--- config.mk ---
export PLATFORM = sky130hd
export DESIGN_NAME = nexus_micro_pifo_sorter
export DESIGN_NICKNAME = d
export VERILOG_FILES = /design/src/rtl/nexus_micro_pifo_sorter.sv
export SDC_FILE = /design/constraint.sdc
export NUM_CORES = 2
export LEC_CHECK = 0
export ABC_CLOCK_PERIOD_IN_PS = 10590
export BUFFER_PORTS_ARGS = -buffer_cell sky130_fd_sc_hd__buf_4
export CORE_MARGIN = 2
export CORE_UTILIZATION = 30
export CTS_CLUSTER_SIZE = 24
export DETAILED_ROUTE_END_ITERATION = 8
export MAX_ROUTING_LAYER = met4
export PLACE_DENSITY = 0.43
export SLEW_MARGIN = 20
export SYNTH_ARGS = -nofsm -noshare
export SYNTH_HDL_FRONTEND = slang
export SYNTH_SLANG_ARGS = --single-unit
--- constraint.sdc ---
create_clock -name i_clk -period 10.59 [get_ports i_clk]
set_input_delay 0.5295 -clock i_clk [delete_from_list [all_inputs] [get_ports i_clk]]
set_output_delay 0.5295 -clock i_clk [all_outputs]
set_load 0.03 [all_outputs]
--- src/rtl/nexus_micro_pifo_sorter.sv ---
// nexus_micro_pifo_sorter
//
// Sort-and-shift register for the micro-level PIFO stage. Holds up to ENTRIES
// {metadata, priority} words in ascending priority order (lower value = served
// first). Equal priorities stay in arrival order. Push and pop may fire in the
// same cycle. With EVICT=1 a push into a full queue is accepted and the worst
// word (old tail or the new word itself) is reported on the drop port.
//
// Ports:
//   i_clk, i_rst      clock and synchronous active-high reset
//   i_flush           synchronous clear of all entries (no drop report)
//   i_push_valid      push request
//   o_push_ready      push accepted this cycle (depends on i_pop_ready)
//   i_push_data       {metadata[MTW-1:0], priority[PTW-1:0]}
//   o_pop_valid       head entry valid
//   i_pop_ready       consumer takes the head this cycle
//   o_pop_data        head entry (entry[0])
//   o_drop_valid      registered one-cycle pulse: a word was discarded
//   o_drop_data       the discarded word
//   o_count           number of valid entries
//   o_full, o_empty   occupancy flags
module nexus_micro_pifo_sorter #(
    parameter int PTW     = 16,
    parameter int MTW     = 32,
    parameter int ENTRIES = 16,
    parameter int EVICT   = 0,
    localparam int CW     = $clog2(ENTRIES + 1)
) (
    input  logic               i_clk,
    input  logic               i_rst,
    input  logic               i_flush,
    input  logic               i_push_valid,
    output logic               o_push_ready,
    input  logic [MTW+PTW-1:0] i_push_data,
    output logic               o_pop_valid,
    input  logic               i_pop_ready,
    output logic [MTW+PTW-1:0] o_pop_data,
    output logic               o_drop_valid,
    output logic [MTW+PTW-1:0] o_drop_data,
    output logic [CW-1:0]      o_count,
    output logic               o_full,
    output logic               o_empty
);

    localparam int W = MTW + PTW;
    localparam logic [W-1:0] ONES = '1;

    logic [W-1:0]   entry      [ENTRIES];
    logic [CW-1:0]  count;
    logic           drop_valid;
    logic [W-1:0]   drop_data;

    logic [W-1:0]   base       [ENTRIES];
    logic [W-1:0]   nxt_entry  [ENTRIES];
    logic [CW-1:0]  base_count;
    logic [CW-1:0]  idx;
    logic [CW-1:0]  nxt_count;
    logic [PTW-1:0] new_prio;
    logic           full;
    logic           pop_fire;
    logic           push_fire;
    logic           evict_full;
    logic           discard_new;
    logic [W-1:0]   drop_word;

    assign full      = (count == CW'(ENTRIES));
    assign pop_fire  = (count != '0) & i_pop_ready;
    assign new_prio  = i_push_data[PTW-1:0];

    assign o_push_ready = !i_rst & !i_flush & (!full | pop_fire | (EVICT != 0));
    assign push_fire    = i_push_valid & o_push_ready;

    assign o_pop_valid  = (count != '0);
    assign o_pop_data   = entry[0];
    assign o_count      = count;
    assign o_full       = full;
    assign o_empty      = (count == '0);
    assign o_drop_valid = drop_valid;
    assign o_drop_data  = drop_data;

    // Insertion happens into the queue as it looks after any pop, so the new
    // word can never overtake the head leaving in the same cycle.
    always_comb begin
        for (int k = 0; k < ENTRIES - 1; k++) begin
            base[k] = pop_fire ? entry[k+1] : entry[k];
        end
        base[ENTRIES-1] = pop_fire ? ONES : entry[ENTRIES-1];
        base_count = pop_fire ? (count - CW'(1)) : count;

        // First valid slot with a strictly larger priority; ties land behind
        // existing equal-priority words. Scanning downward lets the lowest
        // matching index win.
        idx = base_count;
        for (int k = ENTRIES - 1; k >= 0; k--) begin
            if ((CW'(k) < base_count) && (new_prio < base[k][PTW-1:0])) begin
                idx = CW'(k);
            end
        end

        // Only reachable with EVICT=1: full, push accepted, nothing leaving.
        evict_full  = full & push_fire & !pop_fire & (EVICT != 0);
        discard_new = evict_full & (idx == CW'(ENTRIES));
        drop_word   = discard_new ? i_push_data : entry[ENTRIES-1];

        for (int k = 0; k < ENTRIES; k++) begin
            nxt_entry[k] = base[k];
        end
        if (push_fire && !discard_new) begin
            nxt_entry[0] = (idx == '0) ? i_push_data : base[0];
            for (int k = 1; k < ENTRIES; k++) begin
                if (CW'(k) < idx) begin
                    nxt_entry[k] = base[k];
                end else if (CW'(k) == idx) begin
                    nxt_entry[k] = i_push_data;
                end else begin
                    nxt_entry[k] = base[k-1];
                end
            end
        end

        nxt_count = count;
        if (push_fire && !pop_fire && !full) begin
            nxt_count = count + CW'(1);
        end else if (pop_fire && !push_fire) begin
            nxt_count = count - CW'(1);
        end
    end

    always_ff @(posedge i_clk) begin
        if (i_rst) begin
            count      <= '0;
            drop_valid <= 1'b0;
            drop_data  <= '0;
            for (int k = 0; k < ENTRIES; k++) begin
                entry[k] <= ONES;
            end
        end else if (i_flush) begin
            count      <= '0;
            drop_valid <= 1'b0;
            for (int k = 0; k < ENTRIES; k++) begin
                entry[k] <= ONES;
            end
        end else begin
            count      <= nxt_count;
            drop_valid <= evict_full;
            if (evict_full) begin
                drop_data <= drop_word;
            end
            for (int k = 0; k < ENTRIES; k++) begin
                entry[k] <= nxt_entry[k];
            end
        end
    end

endmodule

# --- Word-level counts from Yosys, hierarchy flattened ---
# Memory sizes are Yosys's and may differ from the RTL's.
# Cells that the tools add are included.
word_totals:
  ram_bits: 768
  regBits: 5
  n_memories: 1
  output_inout_bits: 106
  latchBits: 0
  input_bits: 53
  romBits: 0
classes:
  add_sub_neg: 2
  shift: 0
  n_eq_ne: 16
  n_reduce_logical: 29
  div: 0
  mux: 107
  order_cmp: 47
  mul: 0
  n_bitwise: 37
memory_table:
  columns: ["name", "words", "word_bits", "rd", "rd_clocked_by_memory_dff", "wr", "line", "rtl"]
  rows:
  - ["entry", 16, 48, 16, 0, 16, "48", "logic [W-1:0] entry [ENTRIES];"]
op_table:
  columns: ["op", "n"]
  rows:
  - ["48-bit 2-to-1 mux", 79]
  - ["768-bit 2-to-1 mux", 1]
  - ["16-bit less-than comparator", 16]
  - ["5-bit 2-to-1 mux", 19]
  - ["4-bit by 5-bit less-than comparator with 1-bit output (first input constant)", 16]
  - ["4-bit by 5-bit equality test with 1-bit output (first input constant)", 8]
  - ["3-bit by 5-bit less-than comparator with 1-bit output (first input constant)", 8]
  - ["1-bit OR", 33]
  - ["3-bit by 5-bit equality test with 1-bit output (first input constant)", 4]
  - ["2-bit by 5-bit less-than comparator with 1-bit output (first input constant)", 4]
  - ["1-bit logical AND", 19]
  - ["1-bit by 5-bit less-than comparator with 1-bit output (first input constant)", 3]
  - ["2-bit by 5-bit equality test with 1-bit output (first input constant)", 2]
  - ["5-bit zero test", 2]
  - ["1-bit 2-to-1 mux", 8]
  - ["5-bit by 1-bit adder with 5-bit output (second input constant)", 1]
  - ["1-bit by 5-bit equality test with 1-bit output (first input constant)", 1]
  - ["5-bit equality test (second input constant)", 1]
  - ["1-bit zero test", 5]
  - ["5-bit nonzero test", 1]
  - ["5-bit by 1-bit subtractor with 5-bit output (second input constant)", 1]
  - ["1-bit AND", 4]
  - ["2-bit nonzero test", 1]
  - ["2-bit OR reduction", 1]

# --- Logic depth before layout (Yosys ltp) ---
logic_depth:
  word_depth: 26
  depth_mapped: 29
  mapped_depth_nobuf: 20

# --- Worst setup path before layout ---
# Ideal clock, no wire load.
synth_path:
  kind: "register to register"
  startpoint: "register count[0], in the netlist o_count[0]"
  endpoint: "memory entry[1][62] (netlist bit), data pin"
  arrival_ns: 6.314
  stages_incl_launch_ff: 27
  path_slack_ns: 3.997
  synth_period_minus_slack_ns: 6.593
  t_required_ns: 10.312
  path_buffers: 8
  path_cell_list: "dfxtp_1 -> buf_2 -> inv_1 -> ha_1 -> or4b_4 -> buf_6 -> nand2_4 -> clkbuf_1 -> buf_1 -> clkbuf_1 -> buf_1 -> nand2_1 -> nand2_1 -> inv_1 -> ha_1 -> a21o_1 -> a21oi_1 -> nor4b_1 -> a211oi_1 -> o32a_1 -> a2111oi_2 -> or3_1 -> nand2_1 -> buf_2 -> a21oi_1 -> clkbuf_1 -> o211ai_1"
synth_rtl:
  columns: ["item", "line", "rtl"]
  rows:
  - ["start: declaration", "49", "logic [CW-1:0] count;"]
  - ["start signal: assignment", "144", "count <= nxt_count;"]
  - ["end: declaration", "48", null]

==> implementation parameters <==
Parameter                              Value

Status
  Run status ... completed

STA
  Sum Neg Setup Slack ... 0 ns
  Remaining max-slew budget at the tightest pin ... 0.273
  Final Hold Violating Endpoints ... 0
  Number of setup violations in the final report ... 0
  Upper clock frequency limit ... 117 MHz
  Final worst path period need ... 8.56 ns
  Fin Clk Skew ... 0.0299 ns
  Max-slew violation count ... 0
  Transition time of the tightest slew-check pin ... 1.09 ns
  Worst-case setup margin in the final layout ... 2.03 ns
  Final period util ... 0.808
  Worst hold-check slack ... 0.183 ns
  Setup repair after global routing missed its margin ... false

Final layout
  Cell Count, Final, Fillers Out ... 9425
  Total number of nets in the final design ... 7139
  Synth-to-Final Area Change ... 14.5%
  Layout cell share with drive strength beyond 1 ... 0.0766
  Finished Cell Area ... 64700 um^2
  End-of-flow core utilization ... 0.345

Logic synthesis
  Flops & latches, synth ... 773
  Combinational family with the most area after synthesis ... compound AO/OA/AOI/OAI gates
  EDFF count, synth ... 720
  Async SR Flop Fraction ... 0
  Netlist Area Pre-Place ... 56500 um^2
  Synth warn ... 0
  Multiplexer area fraction after synthesis ... 0.106
  Avg Inst Size Synth ... 8.77 um^2
  Xor and xnor area share after synthesis ... 0.000930
  Arithmetic-cell share of the synthesized area counting full adders, half adders and majority gates ... 0.0538
  Cell type with the largest total area after synthesis ... sky130_fd_sc_hd__edfxtp_1
  Proportion of synthesized chip area in sequential cells ... 0.401
  Mapped Cells ... 6443
  Compound-cell area share of the yosys netlist ... 0.200
  Post-synth top area share ... 0.383
  Simple-gate area share of the yosys netlist ... 0.175
  Yosys cell types ... 97
  Ranking of synthesized cells by area ... sky130_fd_sc_hd__edfxtp_1, sky130_fd_sc_hd__nand2_1, sky130_fd_sc_hd__mux2i_1
  Top_reg_cell synth ... sky130_fd_sc_hd__edfxtp_1

CTS
  Maximum buffer depth of the clock tree ... 3
  Depth of the CTS H-tree ... 3
  Number of buffers added for setup after CTS ... 0
  Cell at the root of the clock tree ... sky130_fd_sc_hd__clkbuf_16
  Post-cts resize count ... 0
  TritonCTS buffer count ... 103
  Number of hold buffers added after cts ... 0
  Clock-pin transition on the worst setup and hold timing paths ... 0.06 ns
  CTS tree ... built
  Total clock sinks ... 773
  Insertion delay to the later sink of the worst-skew pair ... 0.75 ns

Worst setup path
  Worst Path Max Fanout ... 82
  Worst flop-to-flop path startpoint ... o_count[0]$_SDFFE_PN0P_
  Crit. End Element ... flop
  Count of cells along the worst register-to-register path ... 18
  Type of origin of the critical path ... flop
  Required time at the endpoint of the critical path ... 11.13 ns
  Minimum setup slack among reg-to-reg paths ... 2.03 ns
  FF-to-FF End ... entry[1][343]$_SDFFCE_PP1P_
  Worst setup path category ... reg -> reg
  CP arrival ... 9.10 ns

Global route
  Largest net degree at the start of global routing ... 156
  Number of global-route vias before repair ... 51000
  Initial antenna violation count ... 1
  GRT Residual Overflow ... 0
  Global-route total usage across every layer ... 0.220
  First-pass GRT wire length ... 318 mm

Placement
  Standard cell area after detailed placement ... 61500 um^2
  Placed cells ... 9232
  Port bufs ... 109
  Final weighted congestion of routability-driven global placement ... 0.844
  Half-perimeter wire length after placement ... 145 mm
  Post-Place Setup Slack ... 2.04 ns

Floorplan
  Number of rows in the core area ... 159
  Horiz. Die Dim ... 438 um
  Area enclosed by the die boundary ... 192000 um^2
  Effective utilization at floorplan ... 0.302
  Die Ht ... 438 um
  Number of I/O pins ... 159
  Placeable Area ... 187000 um^2

Routing
  Wire length after detailed routing ... 211 mm
  Routed length per placed instance ... 22.4 um
  Number of iterations in the first detailed-routing pass ... 6
  Count of routing violations after the opening detailed-route iteration ... 3244
  Post-route antenna net violation count ... 0
  DR vias/cell ... 5.35
  Number of remaining DRC errors ... 0
  Vias ... 50400

Power
  Leakage power figure ... 25.8 nW
  Power density relative to cell area ... 173 nW/um^2
  Total power ... 11.2 mW
  Maximum vdd ir drop ... 0.299 mV

Hold path
  Hold_sp ... i_push_data[37]
  Classification of the worst-slack hold path ... in -> reg
  Number of cells traversed by the worst hold path ... 3
  End of the worst hold path ... entry[0][37]$_SDFFE_PP1P_

Run
  Number of violations of the max-capacitance limit ... 0
## routing by layer
| layer | track usage | vias to the layer above | part of all wire |
|---|---|---|---|
| li1 | - | 23700 | - |
| met3 | 0.0205 | 265 | 0.031 |
| met4 | 0.0610 | 0 | 0.029 |
| met2 | 0.375 | 962 | 0.49 |
| met1 | 0.279 | 25500 | 0.45 |
| met5 | - | - | 0 |
## Yosys cell counts (all sizes together) (31+ instances only)
cell and instances:
o21ai 429, o221ai 57, a22oi 50, a21o 95
buf 261, ha 243, o31ai 58, clkbuf 422
nor3 180, nand2 1380, and2 56, a221oi 31
o311ai 42, a21oi 430, inv 113, mux2 79
o211ai 220, and3 69, dfxtp 53, a32oi 32
mux2i 512, nor2 405, nand3 128, nand4 32
edfxtp 720
## critical path, cell delays in order, from the launching register on
cell and delay (ns):
sky130_fd_sc_hd__dfxtp_1 0.43, sky130_fd_sc_hd__inv_1 0.13, sky130_fd_sc_hd__ha_1 0.20, sky130_fd_sc_hd__or4b_4 0.70
sky130_fd_sc_hd__nand2_8 0.66, sky130_fd_sc_hd__buf_12 0.37, sky130_fd_sc_hd__mux2i_1 0.44, sky130_fd_sc_hd__ha_1 0.32
sky130_fd_sc_hd__and3_1 0.21, sky130_fd_sc_hd__a221o_1 0.37, sky130_fd_sc_hd__a221o_1 0.42, sky130_fd_sc_hd__o32ai_1 0.62
sky130_fd_sc_hd__a2111oi_2 0.20, sky130_fd_sc_hd__nor3_2 0.81, sky130_fd_sc_hd__nand2_1 0.75, sky130_fd_sc_hd__o21ai_4 0.88
sky130_fd_sc_hd__buf_12 0.32, sky130_fd_sc_hd__nor3_1 0.07, sky130_fd_sc_hd__o31ai_1 0.31
## logic make-up (layout without fill, tap and decap cells)
logic type	after synthesis	after routing
xor gates and xnor gates	6	6
DFF	773	773
AOI/OAI and AO/OA	1693	1693
other	2	770
muxes	591	591
and+or+nand+nor	2339	2339
adders and majority gates	243	243
buffers and inverters	796	515
## sequential cells by signal, summed over array words and instances (netlist names)
signal	count
entry	768
o_count	5
## power breakdown
part | total [mW] | internal (mW) | switching [mW] | leakage (nW)
logic | 4.17 | 1.23 | 2.93 | 18.5
registers | 3.57 | 3.49 | 0.0737 | 5.70
clock network | 3.49 | 1.97 | 1.52 | 1.59
## worst max-delay path by stage
stage / start / to
2_1_floorplan: o_count[0]$_SDFFE_PN0P_ / entry[1][62]$_SDFFCE_PN1P_
3_3_place_gp: o_count[0]$_SDFFE_PN0P_ / entry[0][79]$_SDFFCE_PN1P_
3_5_place_dp: o_count[0]$_SDFFE_PN0P_ / entry[0][79]$_SDFFCE_PN1P_
4_1_cts: o_count[0]$_SDFFE_PN0P_ / entry[0][79]$_SDFFCE_PN1P_
5_1_grt: o_count[0]$_SDFFE_PN0P_ / entry[0][79]$_SDFFCE_PN1P_
6_report: o_count[0]$_SDFFE_PN0P_ / entry[1][343]$_SDFFCE_PP1P_
## layout make-up
class / count / area (um^2)
Timing Repair Buffer: 211 / 1740
Clock inverter: 38 / 287
Multi-Input combinational cell: 5641 / 33500
Sequential cell: 773 / 22700
Inverter: 113 / 424
Antenna cell: 1 / 2.50
Clock buffer: 153 / 2950
Tap cell: 2495 / 3120
Fill cell: 19900 / 123000
## placed cells by master, fill, tap and decap left out, types with 50 or more instances in the layout
cell                        netlist  final
sky130_fd_sc_hd__nor3_1         176    174
sky130_fd_sc_hd__mux2i_1        512    512
sky130_fd_sc_hd__nor2_1         403    394
sky130_fd_sc_hd__ha_1           243    243
sky130_fd_sc_hd__buf_4          102    199
sky130_fd_sc_hd__inv_1          112    112
sky130_fd_sc_hd__nand3_1        128    124
sky130_fd_sc_hd__a21oi_1        430    428
sky130_fd_sc_hd__o21ai_1         94     91
sky130_fd_sc_hd__o21ai_0        333    332
sky130_fd_sc_hd__nand2_1       1378   1369
sky130_fd_sc_hd__o221ai_1        57     57
sky130_fd_sc_hd__clkbuf_16        0    105
sky130_fd_sc_hd__conb_1           2    769
sky130_fd_sc_hd__edfxtp_1       720    720
sky130_fd_sc_hd__a22oi_1         50     50
sky130_fd_sc_hd__dfxtp_1         53     53
sky130_fd_sc_hd__and3_1          69     69
sky130_fd_sc_hd__a21o_1          95     95
sky130_fd_sc_hd__o211ai_1       220    220
(Power assumes the default switching activity.)
